### src/rtl/sdram_pkg.sv
// rtl/sdram_pkg.sv - shared command constants and state/grant encodings for the SDRAM arbiter
//
// Purpose : SDRAM command words {cs_n,ras_n,cas_n,we_n}, FSM state encoding,
//           and arbitration winner encoding used by sdram_arbit and sdram_arbit_pri.
// Ports   : none (package).
// Config  : ARBIT_RR_EN is consumed by the modules, not by this package.
package sdram_pkg;

  localparam logic [3:0] CMD_NOP  = 4'b0111;
  localparam logic [3:0] CMD_PRE  = 4'b0010;
  localparam logic [3:0] CMD_AREF = 4'b0001;

  typedef enum logic [2:0] {
    S_IDLE  = 3'd0,
    S_ARBIT = 3'd1,
    S_AREF  = 3'd2,
    S_WRITE = 3'd3,
    S_READ  = 3'd4
  } state_t;

  typedef enum logic [1:0] {
    GNT_NONE = 2'd0,
    GNT_AREF = 2'd1,
    GNT_WR   = 2'd2,
    GNT_RD   = 2'd3
  } grant_t;

endpackage

### src/rtl/sdram_arbit_pri.sv
// rtl/sdram_arbit_pri.sv - combinational winner selection among refresh, write and read requests
//
// Purpose : Refresh always wins. Write beats read under fixed priority; with
//           ARBIT_RR_EN defined a write/read tie goes to whichever did not win last.
// Ports   : aref_req, wr_req, rd_req  in   request levels
//           last_rd                   in   (ARBIT_RR_EN only) 1 = last wr/rd grant was read
//           winner                    out  grant_t selection, GNT_NONE when idle
// Config  : ARBIT_RR_EN enables the round-robin tie break.
module sdram_arbit_pri
  import sdram_pkg::*;
(
  input  logic   aref_req,
  input  logic   wr_req,
  input  logic   rd_req,
`ifdef ARBIT_RR_EN
  input  logic   last_rd,
`endif
  output grant_t winner
);

  always_comb begin
    winner = GNT_NONE;
    if (aref_req) begin
      winner = GNT_AREF;
    end else if (wr_req && rd_req) begin
`ifdef ARBIT_RR_EN
      // Tie: the requester that did not win last time goes first.
      winner = last_rd ? GNT_WR : GNT_RD;
`else
      winner = GNT_WR;
`endif
    end else if (wr_req) begin
      winner = GNT_WR;
    end else if (rd_req) begin
      winner = GNT_RD;
    end
  end

endmodule

### src/rtl/sdram_arbit.sv
// rtl/sdram_arbit.sv - SDRAM command bus arbiter between init, refresh, write and read requesters
//
// Purpose : IDLE waits for init_done, then ARBIT grants one requester at a time.
//           A granted requester owns the command bus until its *_end pulse,
//           after which the FSM always passes back through ARBIT.
// Ports   : sclk, rst_n (async, active-low)
//           init_done, init_cmd, init_addr           init sequencer
//           aref_req, aref_end, aref_cmd, aref_addr  refresh requester
//           wr_req, wr_end, wr_cmd, wr_addr          write requester
//           rd_req, rd_end, rd_cmd, rd_addr          read requester
//           aref_en, wr_en, rd_en                    registered one-cycle grants
//           sdram_cmd, sdram_addr, sdram_cke         muxed SDRAM command bus
// Config  : ARBIT_RR_EN - alternate write/read on ties via a last-grant flag.
module sdram_arbit
  import sdram_pkg::*;
#(
  parameter int CMD_W  = 4,
  parameter int ADDR_W = 12
) (
  input  logic              sclk,
  input  logic              rst_n,
  input  logic              init_done,
  input  logic [CMD_W-1:0]  init_cmd,
  input  logic [ADDR_W-1:0] init_addr,
  input  logic              aref_req,
  input  logic              aref_end,
  input  logic [CMD_W-1:0]  aref_cmd,
  input  logic [ADDR_W-1:0] aref_addr,
  input  logic              wr_req,
  input  logic              wr_end,
  input  logic [CMD_W-1:0]  wr_cmd,
  input  logic [ADDR_W-1:0] wr_addr,
  input  logic              rd_req,
  input  logic              rd_end,
  input  logic [CMD_W-1:0]  rd_cmd,
  input  logic [ADDR_W-1:0] rd_addr,
  output logic              aref_en,
  output logic              wr_en,
  output logic              rd_en,
  output logic [CMD_W-1:0]  sdram_cmd,
  output logic [ADDR_W-1:0] sdram_addr,
  output logic              sdram_cke
);

  state_t r_state;
  logic   r_aref_en;
  logic   r_wr_en;
  logic   r_rd_en;
  grant_t w_winner;

`ifdef ARBIT_RR_EN
  // Resets to "read" so the first write/read tie goes to write.
  logic   r_last_rd;
`endif

  sdram_arbit_pri u_pri (
    .aref_req (aref_req),
    .wr_req   (wr_req),
    .rd_req   (rd_req),
`ifdef ARBIT_RR_EN
    .last_rd  (r_last_rd),
`endif
    .winner   (w_winner)
  );

  always_ff @(posedge sclk or negedge rst_n) begin
    if (!rst_n) begin
      r_state   <= S_IDLE;
      r_aref_en <= 1'b0;
      r_wr_en   <= 1'b0;
      r_rd_en   <= 1'b0;
`ifdef ARBIT_RR_EN
      r_last_rd <= 1'b1;
`endif
    end else begin
      // Grants are pulses: only the ARBIT exit cycle sets one.
      r_aref_en <= 1'b0;
      r_wr_en   <= 1'b0;
      r_rd_en   <= 1'b0;
      case (r_state)
        S_IDLE: begin
          if (init_done) r_state <= S_ARBIT;
        end
        S_ARBIT: begin
          case (w_winner)
            GNT_AREF: begin
              r_state   <= S_AREF;
              r_aref_en <= 1'b1;
            end
            GNT_WR: begin
              r_state   <= S_WRITE;
              r_wr_en   <= 1'b1;
`ifdef ARBIT_RR_EN
              r_last_rd <= 1'b0;
`endif
            end
            GNT_RD: begin
              r_state   <= S_READ;
              r_rd_en   <= 1'b1;
`ifdef ARBIT_RR_EN
              r_last_rd <= 1'b1;
`endif
            end
            default: r_state <= S_ARBIT;
          endcase
        end
        S_AREF:  if (aref_end) r_state <= S_ARBIT;
        S_WRITE: if (wr_end)   r_state <= S_ARBIT;
        S_READ:  if (rd_end)   r_state <= S_ARBIT;
        default: r_state <= S_IDLE;
      endcase
    end
  end

  // Combinational bus mux; reset forces IDLE so the init sequencer drives the bus.
  always_comb begin
    sdram_cmd  = CMD_W'(CMD_NOP);
    sdram_addr = '0;
    case (r_state)
      S_IDLE: begin
        sdram_cmd  = init_cmd;
        sdram_addr = init_addr;
      end
      S_AREF: begin
        sdram_cmd  = aref_cmd;
        sdram_addr = aref_addr;
      end
      S_WRITE: begin
        sdram_cmd  = wr_cmd;
        sdram_addr = wr_addr;
      end
      S_READ: begin
        sdram_cmd  = rd_cmd;
        sdram_addr = rd_addr;
      end
      default: begin
        sdram_cmd  = CMD_W'(CMD_NOP);
        sdram_addr = '0;
      end
    endcase
  end

  assign aref_en   = r_aref_en;
  assign wr_en     = r_wr_en;
  assign rd_en     = r_rd_en;
  assign sdram_cke = 1'b1;

endmodule

### config.mk
export PLATFORM = sky130hd
export DESIGN_NAME = sdram_arbit
export DESIGN_NICKNAME = d
export VERILOG_FILES = /design/src/rtl/sdram_pkg.sv /design/src/rtl/sdram_arbit_pri.sv /design/src/rtl/sdram_arbit.sv
export SDC_FILE = /design/constraint.sdc
export NUM_CORES = 1
export LEC_CHECK = 0
export BUFFER_PORTS_ARGS = -buffer_cell sky130_fd_sc_hd__buf_2
export CORE_AREA = 3 3 56 58
export DETAILED_ROUTE_END_ITERATION = 12
export DIE_AREA = 0 0 59 61
export MAX_ROUTING_LAYER = met4
export PLACE_DENSITY = 0.83
export SYNTH_ARGS = -nofsm -noshare
export SYNTH_HDL_FRONTEND = slang
export SYNTH_SLANG_ARGS = --single-unit
### constraint.sdc
create_clock -name sclk -period 1.37 [get_ports sclk]
set_input_delay 0.0685 -clock sclk [delete_from_list [all_inputs] [get_ports sclk]]
set_output_delay 0.0685 -clock sclk [all_outputs]
set_load 0.02 [all_outputs]
==> flow_metrics.tcl, run 1 <==
set metrics [dict create \
    grt_pass1_vias 1102 \
    io_pins 93 \
    dieWidth_um 59 \
    powerDensity_nw_per_um2 1791 \
    drc_errors 0 \
    fin_hold_ws_ps 84.00 \
    finalClockSkew_ps 7.024 \
    ys_top_cells_by_count "mux2i_1 (20), inv_1 (14), a21o_1 (12), o32ai_1 (12)" \
    wire_per_inst_um 14.08 \
    finalNetCount 288 \
    dr.pass1.iters 4 \
    leakage_nw 0.9416 \
    fin_ws_ps -142.6 \
    stdcell_count 240 \
    ys_seq_area_frac 0.1573 \
    wl_um 3379 \
    rsz0062_at_grt "yes" \
    maxSlewViolCount 0 \
    max_freq_ghz 0.6611 \
    dr_total_vias 1218 \
    synth.avg_cell_area_um2 8.679 \
    start_util 0.3523 \
    worst_path_max_delay_cell "dfrtp_2" \
    port_buffers 91 \
    status "finished, violations left" \
    synth_enable_flop_cells 0 \
    fin_crit_ps 1513 \
    synth_cells 110 \
    grt_usage 0.1707 \
    grt_util_met3 0.02340 \
    peakVddDrop_uv 1432 \
    syn_area_um2 954.7 \
    cts-root-buf "clkbuf_4" \
    fin_util 0.6062 \
    ys_warn_count 0 \
    final.setup.tns_ps -1985 \
    hold_class "in2reg" \
    clk_pin_slew_ps 50 \
    grt_overflow 0 \
    power_mw 2.943 \
    worstSetupEndpointType "primary output" \
    slowest_delay_ps 460 \
    hpwl_um 2527 \
    dieArea_um2 3599 \
    synth-seq-cells 6 \
    drive_above_1_share 0.6077 \
    yosysTopAreaCellShare 0.2097 \
    cts.sinks 6 \
    design_area_um2 1643 \
    reg2reg_slack_ps -20 \
    crit_family "flip-flops" \
    busiest_layer "met2" \
    syn_nets 187 \
    coreArea_um2 2710 \
    failed_checks "negative setup slack" \
    synthFlopType "dfrtp_1" \
    use_met2 0.3375 \
    vias_per_cell 5.075 \
    clkLatencyLatePin_ps 240 \
    critPathMaxFanout 12 \
    synthArstFlopShare 1.000 \
    rows 19 \
    cts_buffers 3 \
    max_cap_violations 0 \
    cts_tree "done" \
    antenna_cells 0 \
    grt.met1_usage 0.1722 \
    place_congestion 0.7236 \
    die_h_um 61 \
    hold_violations 0 \
    drt_iter0_drc 29 \
    yosysTopAreaCell "mux2i_1" \
    antenna_found_initial 0 \
    worst-path-buf-inv 1 \
    path_class "reg2out" \
    grt_pass1_wl_um 4588 \
    cp.required_ps 1300 \
    placed_cell_area_um2 1419 \
    finalCritPeriodShare 1.104 \
    synth_area_leaders "mux2i_1 (21%), dfrtp_1 (16%), o32ai_1 (11%)" \
    worstPathCellList "or2_4, o32ai_1, a21o_1, buf_2" \
    start_kind "flop" \
    syn2layout_area_growth_pct 72.08 \
    htreeDepth 1 \
    yosysMostFrequentCell "mux2i_1" \
    setup_violations 17 \
    arrival_ps 1440 \
    clk_path_buf_depth 2 \
    pre_cts_ws_ps 75.30 \
    grt_max_degree 13 \
    ys_types 27 \
    ant_nets 0 \
    place_inst 230 \
]
-- cells in the final DEF, fill, tap and decap left out --
master,n
nand2_1,1
conb_1,1
or2_4,1
dfrtp_2,3
clkbuf_4,3
a22oi_2,3
o32ai_2,1
o32ai_1,11
buf_2,81
dfrtp_1,3
and2b_2,1
mux2_1,1
nor2_1,4
buf_4,10
nand2b_1,1
mux2_2,1
nor3b_1,5
a21o_1,12
or2_2,1
inv_1,14
mux2i_2,3
a22o_1,1
o21bai_4,1
nand2b_4,1
nor2_4,2
mux2i_1,17
buf_6,15
nor3_1,1
a221o_1,1
a21oi_1,2
ha_1,4
nor2b_1,2
dlygate4sd3_1,1
-- power breakdown --
part | total (mW) | internal, mW | switching (mW)
Clock | 0.161 | 0.0990 | 0.0625
Combinational | 2.48 | 1.25 | 1.23
Sequential | 0.303 | 0.233 | 0.0695
-- path summary, 6_finish.rpt --
path / to / cells past startpoint / from
setup / recovery: sdram_addr[10] / 4 / r_state[2]
setup reg to reg: r_state[0] / 4 / r_state[1]
hold / removal: r_state[0] / 2 / aref_end
max in group asynchronous: r_state[1] / 2 / rst_n
hold reg to reg: r_state[1] / 1 / r_state[2]
min in group asynchronous: r_state[0] / 2 / rst_n
-- flip-flops by register name, indices dropped and copies added (netlist names) --
name	cells
aref_en	1
wr_en	1
rd_en	1
r_state	3
-- layout make-up --
| cell class | count | area (um2) |
|---|---|---|
| repair buffers | 107 | 659.4 |
| flip-flops and latches | 6 | 153.9 |
| well taps | 31 | 38.79 |
| clock buffers | 3 | 22.52 |
| multi-input cells | 79 | 715.7 |
| inverters | 14 | 52.55 |
| fillers | 250 | 1067 |
-- metal layers --
metal | routed length [um] | vias up
met1 | 1229 | 568
met5 | 0 | -
met3 | 194 | 4
met4 | 28 | 0
li1 | - | 596
met2 | 1926 | 50
-- cells by family (layout without fill, tap and decap cells) --
| group | count (synthesis) | after routing | synth area share |
|---|---|---|---|
| other | 1 | 1 | 0.003928 |
| AOI/OAI and AO/OA | 32 | 32 | 0.2661 |
| adders and majority gates | 4 | 4 | 0.05243 |
| DFF | 6 | 6 | 0.1573 |
| muxes | 22 | 22 | 0.2333 |
| buffers and inverters | 25 | 124 | 0.1573 |
| and+or+nand+nor | 20 | 20 | 0.1298 |
-- what timing repair did --
action / 4_1_cts / 5_1_grt
resized for setup: 14 / 29
buffers inserted: 3 / 2
setup endpoints to repair: 16 / 17
hold endpoints to repair: 6 / 0
hold buffers: 1 / 0
gates cloned: 0 / 1
pin swaps: 0 / 5
No activity file was read; power rests on OpenSTA's default activity.
==> inputs of run 2 (changes only) <==
Settings changed: CORE_AREA 3 3 56 58 to 3 3 58 60, CTS_BUF_LIST set to sky130_fd_sc_hd__clkbuf_4 sky130_fd_sc_hd__clkbuf_8 sky130_fd_sc_hd__clkbuf_16, DIE_AREA 0 0 59 61 to 0 0 61 63, PLACE_DENSITY 0.83 to 0.82, SETUP_SLACK_MARGIN set to 0.05.
Clock period 1.37 ns to 1.3 ns, I/O delays scaled along.
==> flow_metrics.tcl, run 2 (synthesized netlist as in run 1, its figures left out) <==
set metrics [dict create \
    place_congestion 0.7720 \
    maxSlewViolCount 0 \
    rsz0062_at_grt "yes" \
    worstSetupEndpointType "primary output" \
    design_area_um2 1869 \
    grt_pass1_vias 1375 \
    leakage_nw 1.022 \
    die_h_um 63 \
    clkLatencyLatePin_ps 250 \
    critPathMaxFanout 6 \
    coreArea_um2 2978 \
    max_freq_ghz 0.6335 \
    finalClockSkew_ps 6.119 \
    placed_cell_area_um2 1441 \
    area.sequential_um2 153.9 \
    stdcell_count 251 \
    grt_max_degree 15 \
    antenna_found_initial 0 \
    cts_buffers 3 \
    hold_class "in2reg" \
    max_flop_register "r_state" \
    grt_pass1_wl_um 5968 \
    status "finished, violations left" \
    dr.pass1.iters 4 \
    dr_total_vias 1277 \
    layout_commonest_cell "buf_2" \
    antenna_cells 0 \
    max_cap_violations 0 \
    p_comb_frac 0.868 \
    worst-path-buf-inv 1 \
    clk_pin_slew_ps 50 \
    worstPathCellList "nand2b_2, o32ai_2, a21o_1, buf_6" \
    power.switching_mw 1.678 \
    cts_tree "done" \
    fin_crit_ps 1578 \
    start_kind "flop" \
    drt_iter0_drc 44 \
    vias_per_cell 5.088 \
    internal_power_mw 2.031 \
    cts.sinks 6 \
    grt_usage 0.2075 \
    slowest_delay_ps 450 \
    dieWidth_um 61 \
    switching_share 0.4524 \
    powerDensity_nw_per_um2 1984 \
    multi_input_area_um2 844.6 \
    clkPwrFrac 0.046 \
    rows 20 \
    port_buffers 91 \
    ant_nets 0 \
    worst_path_max_delay_cell "dfrtp_2" \
    crit_family "flip-flops" \
    largest_reg_flops 3 \
    peakVddDrop_uv 1398 \
    syn2layout_area_growth_pct 95.81 \
    wire_per_inst_um 15.11 \
    drive_above_1_share 0.6881 \
    drc_errors 0 \
    sequentialPowerShare 0.087 \
    path_class "reg2out" \
    finalCritPeriodShare 1.214 \
    cts-root-buf "clkbuf_4" \
    hpwl_um 2525 \
    failed_checks "negative setup slack" \
    reg2reg_slack_ps -90 \
    cp.required_ps 1240 \
    grt_overflow 0 \
    htreeDepth 1 \
    arrival_ps 1510 \
    mostFrequentLayoutCells "buf_2 (80), buf_6 (17), inv_1 (14), mux2i_1 (14), buf_4 (13)" \
    fill_cells 278 \
    finalNetCount 297 \
    io_pins 93 \
    wl_um 3792 \
    hold_violations 0 \
    place_inst 233 \
    setup_violations 17 \
    start_util 0.3206 \
    clk_path_buf_depth 2 \
    dieArea_um2 3843 \
    fin_ws_ps -278.4 \
]
## run 2: cell count changes in the layout (fill, tap and decap cells not counted), moves of 2 or more
cell,before,now
o32ai_2,1,10
mux2i_1,17,14
buf_4,10,13
mux2i_4,0,2
o32ai_1,11,1
buf_6,15,17
buf_12,0,2
## run 2: path summary, 6_finish.rpt
path,to,start,depth (start not counted)
setup / recovery,sdram_addr[1],r_state[1],4
hold / removal,r_state[0],aref_end,2
setup reg to reg,r_state[0],r_state[1],4
hold reg to reg,r_state[1],r_state[2],3
max in group asynchronous,r_state[0],rst_n,2
min in group asynchronous,r_state[1],rst_n,2
## run 2: layout make-up
type / instances / share of cell area
flip-flops and latches: 6 / 0.08233
clock buffers: 3 / 0.01205
repair buffers: 114 / 0.4036
inverters: 14 / 0.02811
multi-input cells: 81 / 0.4518
well taps: 33 / 0.02209
## run 2: power groups by stage
stage	sequential (mW)	clock [mW]	combinational, mW
after detailed placement	0.336	0	2.10
after floorplan	0.287	0	1.58
after global placement	0.329	0	2.08
after CTS	0.325	0.170	2.92
final	0.322	0.170	3.22
after global routing	0.331	0.196	3.42
## run 2: per-layer routing
layer | GRT usage | vias up | routed length (um)
li1 | - | 613 | -
met1 | 0.2338 | 598 | 1464
met3 | 0.04545 | 9 | 234
met4 | 0.08401 | 0 | 80
met5 | - | - | 0
met2 | 0.3449 | 57 | 2012
## run 2: repair_timing
| action | 4_1_cts | 5_1_grt |
|---|---|---|
| setup endpoints to repair | 17 | 21 |
| hold buffers | 1 | 0 |
| endpoints found under the hold margin | 6 | 0 |
| cloned | 2 | 0 |
| resized for setup | 46 | 20 |
| buffers inserted | 11 | 1 |
| pin swaps | 10 | 3 |
## run 2: stage by stage
stage	setup TNS (ps)	utilization	power [mW]	setup slack [ps]	hold WS [ps]
final	-3879	0.6277	3.710	-278.4	97.41
after global routing	-5123	0.6277	3.948	-347.8	95.63
after CTS	-3545	0.5903	3.416	-234.8	86.48
after detailed placement	-922.4	0.4840	2.440	-113.2	-105.3
after global placement	-292.6	0.4840	2.410	-69.09	-107.2
after floorplan	0	-	1.862	66.28	-230.6
